[config.mk]
export PLATFORM = sky130hd
export DESIGN_NAME = whack_judge
export DESIGN_NICKNAME = d
export VERILOG_FILES = /design/src/rtl/whack_judge.sv
export SDC_FILE = /design/constraint.sdc
export NUM_CORES = 1
export LEC_CHECK = 0
export ABC_AREA = 1
export ABC_CLOCK_PERIOD_IN_PS = 4500
export BUFFER_PORTS_ARGS = -buffer_cell sky130_fd_sc_hd__buf_2
export CORE_MARGIN = 2
export CORE_UTILIZATION = 55
export DETAILED_ROUTE_END_ITERATION = 10
export PLACE_DENSITY = 0.8
export SYNTH_ARGS = -nofsm -noshare
export SYNTH_HDL_FRONTEND = slang
export SYNTH_SLANG_ARGS = --single-unit
export TNS_END_PERCENT = 5
[constraint.sdc]
create_clock -name clock -period 4.5 [get_ports clock]
set_input_delay 0 -clock clock [delete_from_list [all_inputs] [get_ports clock]]
set_output_delay 0 -clock clock [all_outputs]
set_load 0.01 [all_outputs]
[src/rtl/whack_judge.sv]
// Whack-a-mole judge: hit/miss decisions, BCD score, miss count and game-over FSM.
// Optional countdown timer enabled by defining WAM_TIMER_EN.
module whack_judge #(
    parameter int MAX_MISSES   = 5,
    parameter int GAME_SECONDS = 60
) (
    input  logic       clock,
    input  logic       reset,
    input  logic       enable,
    input  logic       pulse,
    input  logic [4:0] molePositions,
    input  logic [4:0] moleButtonPulses,
    output logic       hitAck,
    output logic [7:0] score,
    output logic [3:0] misses,
    output logic [7:0] timeLeft,
    output logic       gameOver
);

    typedef enum logic [2:0] {IDLE, WAIT_MOLE, ARMED, HIT, OVER} state_t;

    localparam logic [4:0] MAX5     = 5'(MAX_MISSES);
    localparam logic [3:0] MAX4     = 4'(MAX_MISSES);
    localparam logic [7:0] GAME_BCD = {4'(GAME_SECONDS / 10), 4'(GAME_SECONDS % 10)};

    function automatic logic [7:0] bcdInc(input logic [7:0] v);
        if (v == 8'h99)
            return v;
        else if (v[3:0] == 4'd9)
            return {v[7:4] + 4'd1, 4'd0};
        else
            return {v[7:4], v[3:0] + 4'd1};
    endfunction

    state_t     state;
    logic [4:0] btnPrev;
    logic [4:0] pressP0;
    logic [4:0] moleP0;
    logic       moleChgP0;

    // Stage 0: edge detect on buttons, registered mole and mole-change flag
    always_ff @(posedge clock or negedge reset) begin
        if (!reset) begin
            btnPrev   <= '0;
            pressP0   <= '0;
            moleP0    <= '0;
            moleChgP0 <= 1'b0;
        end else begin
            btnPrev   <= moleButtonPulses;
            pressP0   <= moleButtonPulses & ~btnPrev;
            moleP0    <= molePositions;
            moleChgP0 <= (molePositions != moleP0);
        end
    end

    logic       playing;
    logic       wrongPress;
    logic       hitEvent;
    logic       missEvent;
    logic [4:0] missInc;
    logic [3:0] missNext;
    logic       missEnd;
    logic       timeEnd;
    logic       endGame;
    state_t     armNext;

`ifdef WAM_TIMER_EN
    function automatic logic [7:0] bcdDec(input logic [7:0] v);
        if (v == 8'h00)
            return v;
        else if (v[3:0] == 4'd0)
            return {v[7:4] - 4'd1, 4'd9};
        else
            return {v[7:4], v[3:0] - 4'd1};
    endfunction

    logic       pulsePrev;
    logic       tickP0;
    logic [7:0] timeReg;
    logic [7:0] timeNext;
    logic       tickEvent;

    always_ff @(posedge clock or negedge reset) begin
        if (!reset) begin
            pulsePrev <= 1'b0;
            tickP0    <= 1'b0;
        end else begin
            pulsePrev <= pulse;
            tickP0    <= pulse & ~pulsePrev;
        end
    end

    assign tickEvent = playing && tickP0;
    assign timeNext  = bcdDec(timeReg);
    assign timeEnd   = tickEvent && (timeNext == 8'h00);
    assign timeLeft  = timeReg;
`else
    // Constant zero; pulse and GAME_SECONDS are referenced so the disabled build still consumes them.
    assign timeEnd  = 1'b0;
    assign timeLeft = {8{pulse}} & GAME_BCD & 8'h00;
`endif

    always_comb begin
        playing    = enable && (state == WAIT_MOLE || state == ARMED || state == HIT);
        wrongPress = |(pressP0 & ~moleP0);
        hitEvent   = playing && (state == ARMED) && !moleChgP0 &&
                     (pressP0 != 5'd0) && (pressP0 == moleP0);
        missEvent  = playing &&
                     (((state == WAIT_MOLE) && (moleP0 == 5'd0) && (pressP0 != 5'd0)) ||
                      ((state == ARMED) && (moleChgP0 || wrongPress)));
        missInc    = {1'b0, misses} + 5'd1;
        missNext   = (missInc >= MAX5) ? MAX4 : missInc[3:0];
        missEnd    = missEvent && (missInc >= MAX5);
        endGame    = missEnd || timeEnd;
        armNext    = (moleP0 != 5'd0) ? ARMED : WAIT_MOLE;
    end

    // Stage 1: game FSM with registered outputs
    always_ff @(posedge clock or negedge reset) begin
        if (!reset) begin
            state    <= IDLE;
            hitAck   <= 1'b0;
            score    <= 8'h00;
            misses   <= 4'd0;
            gameOver <= 1'b0;
`ifdef WAM_TIMER_EN
            timeReg  <= 8'h00;
`endif
        end else begin
            hitAck <= 1'b0;
            case (state)
                IDLE: begin
                    if (enable) begin
                        state  <= WAIT_MOLE;
                        score  <= 8'h00;
                        misses <= 4'd0;
`ifdef WAM_TIMER_EN
                        timeReg <= GAME_BCD;
`endif
                    end
                end
                WAIT_MOLE, ARMED, HIT: begin
                    if (!enable) begin
                        state <= IDLE;
                    end else begin
                        if (hitEvent) begin
                            score  <= bcdInc(score);
                            hitAck <= 1'b1;
                        end
                        if (missEvent)
                            misses <= missNext;
`ifdef WAM_TIMER_EN
                        if (tickEvent)
                            timeReg <= timeNext;
`endif
                        if (endGame) begin
                            state    <= OVER;
                            gameOver <= 1'b1;
                        end else begin
                            case (state)
                                WAIT_MOLE: if (moleP0 != 5'd0) state <= ARMED;
                                ARMED: begin
                                    if (moleChgP0)
                                        state <= armNext;
                                    else if (hitEvent)
                                        state <= HIT;
                                    else if (moleP0 == 5'd0)
                                        state <= WAIT_MOLE;
                                end
                                HIT: if (moleChgP0) state <= armNext;
                                default: state <= state;
                            endcase
                        end
                    end
                end
                OVER: begin
                    if (!enable) begin
                        state    <= IDLE;
                        gameOver <= 1'b0;
                    end
                end
                default: state <= IDLE;
            endcase
        end
    end

endmodule

======== After elaboration in Yosys (flattened, before gate mapping) ========
Index checks and enable logic that the tools add are counted.
storage, ports and cells
  bits in registers ....................... 33
  bits in latches ......................... 0
  bits in writable memories ............... 0
  ROM bits ................................ 0
  word-level logic and storage cells ...... 96
  memories kept ........................... 0
cells by class
  add/subtract/negate cells ............... 3
  multiply operators ...................... 0
  divide/modulo/power cells ............... 0
  order comparisons ....................... 1
  equality and inequality tests ........... 20
  shifts and indexed selects .............. 0
  mux-type cells .......................... 30
  bitwise gates (word level) .............. 4
  reduce and logical (&&, ||, !) cells .... 28
operators with widths
  cell                                                                number
  two-way mux 8 bit                                                   5
  two-way mux 3 bit                                                   9
  case mux 3 bit (3 select lines)                                     2
  two-way mux 4 bit                                                   4
  != test 2 bit (second input constant)                               8
  case mux 8 bit (2 select lines)                                     1
  AND reduction 6 bit                                                 2
  bitwise AND 5 bit                                                   2
  logical AND 1 bit                                                   10
  != test 5 bit (second input constant)                               2
  inverter 5 bit                                                      2
  nonzero test 5 bit                                                  2
  adder 4 x 1 -> 4 bit (second input constant)                        2
  == test 8 bit (second input constant)                               1
  case mux 4 bit (2 select lines)                                     1
  AND reduction 4 bit                                                 2
  != test 7 bit (second input constant)                               1
  == test 3 x 2 -> 1 bit (second input constant)                      2
  two-way mux 1 bit                                                   6
  != test 6 bit (second input constant)                               1
  adder 4 x 1 -> 5 bit (second input constant)                        1
  == test 5 bit                                                       1
  greater-or-equal comparator 5 x 3 -> 1 bit (second input constant)  1
  logical NOT 5 bit                                                   1
  other kinds (13)                                                    17

======== Longest topological paths before layout ========
  depth in word-level cells ............... 14
  depth in mapped cells ................... 14
  depth with buffers taken out ............ 14

======== Worst setup path after synthesis ========
OpenSTA, ideal clock, no wires.
  kind .................................... register to register
  from .................................... register misses[0]
  to ...................................... register state[1]
  arrival time ............................ 1.590 ns
  path slack .............................. 2.793 ns
  stages on the path, launching flop included .. 13
  buffers on the path ..................... 0
  cell sequence ........................... dfrtp_1 > inv_1 > ha_1 > nor2_1 > nor2_1 > nor2_1 > nor2_1 > nand2_2 > nand3_2 > nand2_1 > nor2_1 > nand2_1 > nand2_1
between the ends
  longest elaborated chain between the ends .. 6
  elaborated cells between the ends (all ways) .. 11
  those cells by class .................... add/sub: 1; order compare: 1; eq/ne: 4; mux: 3; reduce/logical: 2
RTL lines
  item                                            RTL line  RTL
  start, declared                                 15        output logic [3:0] misses,
  start signal, assigned                          151       misses <= missNext;
  adder 4 x 1 -> 5 bit (*)                        111       missInc = {1'b0, misses} + 5'd1;
  greater-or-equal comparator 5 x 3 -> 1 bit (*)  113       missEnd = missEvent && (missInc >= MAX5);
  logical AND 1 bit (*)                           113
  two-way mux 3 bit                               156       if (endGame) begin
  two-way mux 3 bit                               143       if (!enable) begin
  case mux 3 bit (3 select lines)                 131       case (state)
  end signal, assigned                            164       state <= armNext;
  end signal, assigned                            170       HIT: if (moleChgP0) state <= armNext;
  end signal, assigned                            171       default: state <= state;
  end, declared                                   35        state_t state;
Mark *: on every way between the ends. The rest lies on a longest branch, timed or not.
A chain may end at the register's enable or synchronous reset.

======== Final worst setup path ========
Ends and elaborated chain as after synthesis.

==> impl_metrics.ini <==
[cts]
htreeDepth = 2
clk_root_buffer_cell = clkbuf_4
cts_resized = 0
numClockSinks = 33
cts_setup_buffers = 0
clock_latency_ns = 0.33
cts_buffer_depth = 2
numCtsBuffers = 5
clk_pin_slew_ns = 0.11
cts_tree = done

[min_path]
min_path_cells = 3
hold_class = in -> reg
min_from = enable
min_to = gameOver$_DFFE_PN0P_

[logic_synthesis]
async_reset_ff_share_pct = 100
synth_top_cells_by_area = dfrtp_1 45%, nand2_1 8.5%, inv_1 6.9%
synth_commonest_cells = 42 x nand2_1, 34 x inv_1, 33 x dfrtp_1, 29 x nor2_1, 15 x nand3_1
synth_top_area_cell = dfrtp_1
synth_compound_area_share_pct = 7.23
netlist_instances = 226
yosys_warnings = 0
synth_top_family_by_area = simple AND/OR/NAND/NOR gates
muxShareOfSynthArea_pct = 0
synth_edf_count = 0
ys.flop_type = dfrtp_1
yosysSeqAreaShare_pct = 44.6
syn_area_um2 = 1850
ys_types = 34
yosysTopAreaCellShare_pct = 44.6
synthAdderAreaFrac_pct = 6.08
ys_seq_elements = 33
yosysMostFrequentCell = nand2_1
synthXorXnorAreaFrac_pct = 2.84
synth.avg_cell_area_um2 = 8.19
synth-simple-area-share_pct = 27.4

[route]
drc_errors = 0
drtIter0Drc = 57
drt_wl_total_um = 3190
viasPerCell = 4.73
dr.pass1.iters = 4
via_count = 1486
wl_per_cell_um = 10.2
ant_nets = 0

[critical_path]
crit_path_end_kind = flop
arrival_ns = 2.09
crit_fanout = 7
reg2reg_setup_slack_ns = 2.64
cp.required_ns = 4.73
crit_type = reg -> reg
r2r_end = state[1]$_DFFE_PN0P_
reg2reg_from = misses[0]$_DFFE_PN0P_
rr_worst_depth = 12
start_kind = flop
cp-startpoint = misses[0]$_DFFE_PN0P_

[cells_and_area]
nets = 290
drive_above_1_share_pct = 19.0
syn2layout_area_growth_pct = 18.0
n_antenna_cell = 0
fin_area_um2 = 2180
finish.utilization_pct = 66.5
fin_cells = 314

[timing]
finalSetupTns_ns = 0
rsz0062_at_grt = no
drv_slew = 0
skew_ns = 0.0107
fin_crit_ns = 1.86
slew_headroom_pct = 53.4
fin_crit_sh_pct = 41.3
hold-worst-slack_ns = 0.0178
worstMarginPinSlew_ns = 0.699
report.final.hold_viol_count = 0
max_freq_ghz = 0.538
setup_viol = 0

[power]
powerDensity_nw_per_um2 = 426
leakage_nw = 1.17
ir_drop_uv = 225

[job]
maxCapViolCount = 0

[outcome]
status = finished, final reports clean

[floorplanning]
start_util_pct = 56.4
ioPinCount = 36
dieArea_um2 = 3850
rows = 21
die_y_um = 62.0
core_um2 = 3280
die_w_um = 62.0

[place]
dp_cells = 295
gp_congestion = 0.855
dp_hpwl_um = 2270
port_buffers = 26
place_area_um2 = 1990

[global_routing]
grt.total_usage_pct = 18.3
grt_remaining_overflow = 0
grt_pass1_wl_um = 5180
grt_max_degree = 34
grt_pass1_vias = 1229
antenna_found_initial = 0
## routing by layer
metal  track usage (%)  routed length, um
met1              24.5               1500
met2              29.2               1530
met3              3.52                104
met4              7.60                 60
met5                 0                  0
## worst max path at each step
stage                      endpoint  slack, ns  cells past startpoint
6_report       state[1]$_DFFE_PN0P_       2.64                     12
5_1_grt        state[1]$_DFFE_PN0P_       2.49                     12
4_1_cts        state[1]$_DFFE_PN0P_       2.61                     12
3_5_place_dp   state[1]$_DFFE_PN0P_       2.62                     12
3_3_place_gp   state[1]$_DFFE_PN0P_       2.69                     12
2_1_floorplan  state[1]$_DFFE_PN0P_       2.79                     12
## layout make-up
class | instances | area [um2]
clock buffers | 5 | 37.5
well taps | 46 | 57.6
repair buffers | 37 | 240
multi-input cells | 154 | 837
clock inverters | 3 | 46.3
inverters | 36 | 140
fillers | 281 | 1100
flip-flops and latches | 33 | 826
## state kept, by name, summed over array words and instances, names as in the netlist
signal,flops
state,3
gameOver,1
score,8
moleChgP0,1
pressP0,5
moleP0,5
btnPrev,5
misses,4
hitAck,1
## worst max-delay path, cell delays in order, from the launching register on
cell,delay [ns]
dfrtp_1,0.46
inv_1,0.09
ha_1,0.31
nor2_1,0.11
nor2_1,0.05
nor2_1,0.22
nor2_1,0.10
nand2_2,0.13
nand3_1,0.08
nand2_1,0.08
nor2_1,0.05
nand2_1,0.05
nand2_1,0.04
## per-stage QoR
| stage | total power [W] | setup slack, ns |
|---|---|---|
| finish | 0.000931 | 2.64 |
| global route | 0.00101 | 2.49 |
| CTS | 0.000939 | 2.61 |
| detailed placement | 0.000713 | 2.62 |
| global placement | 0.000702 | 2.69 |
| floorplan | 0.000631 | 2.79 |
## where the power goes
part	leakage [nW]	internal, W	switching (W)
Combinational	0.705	0.000115	0.000209
Clock	0.0414	0.000118	0.000101
Sequential	0.420	0.000338	0.0000489
## layout by cell type, fill, tap and decap left out, drive strengths merged
cell type	count
buf	26
inv	35
a21oi	5
xnor2	3
nor4	1
and3	1
nor3b	1
o21bai	1
o22ai	1
nand3b	2
or3b	1
clkinv	2
nor2	32
ha	9
dlygate4sd3	11
nor3	2
nand2	46
bufinv	1
clkbuf	5
nand3	16
conb	8
xor2	3
dfrtp	33
clkinvlp	1
nand4	5
o21ai	16
or2	1
## what timing repair did
action | in CTS | in global routing
endpoints found under the setup margin | 0 | 0
endpoints found under the hold margin | 49 | 0
hold buffers | 11 | 0
## cell families (layout without fill, tap and decap cells)
family | count (synthesis) | count (layout)
and+or+nand+nor | 108 | 108
other | 1 | 8
xor gates and xnor gates | 6 | 6
AOI/OAI and AO/OA | 23 | 23
DFF | 33 | 33
adders and majority gates | 9 | 9
buffers and inverters | 46 | 81
Note: power is estimated with default switching activity, not from simulation.
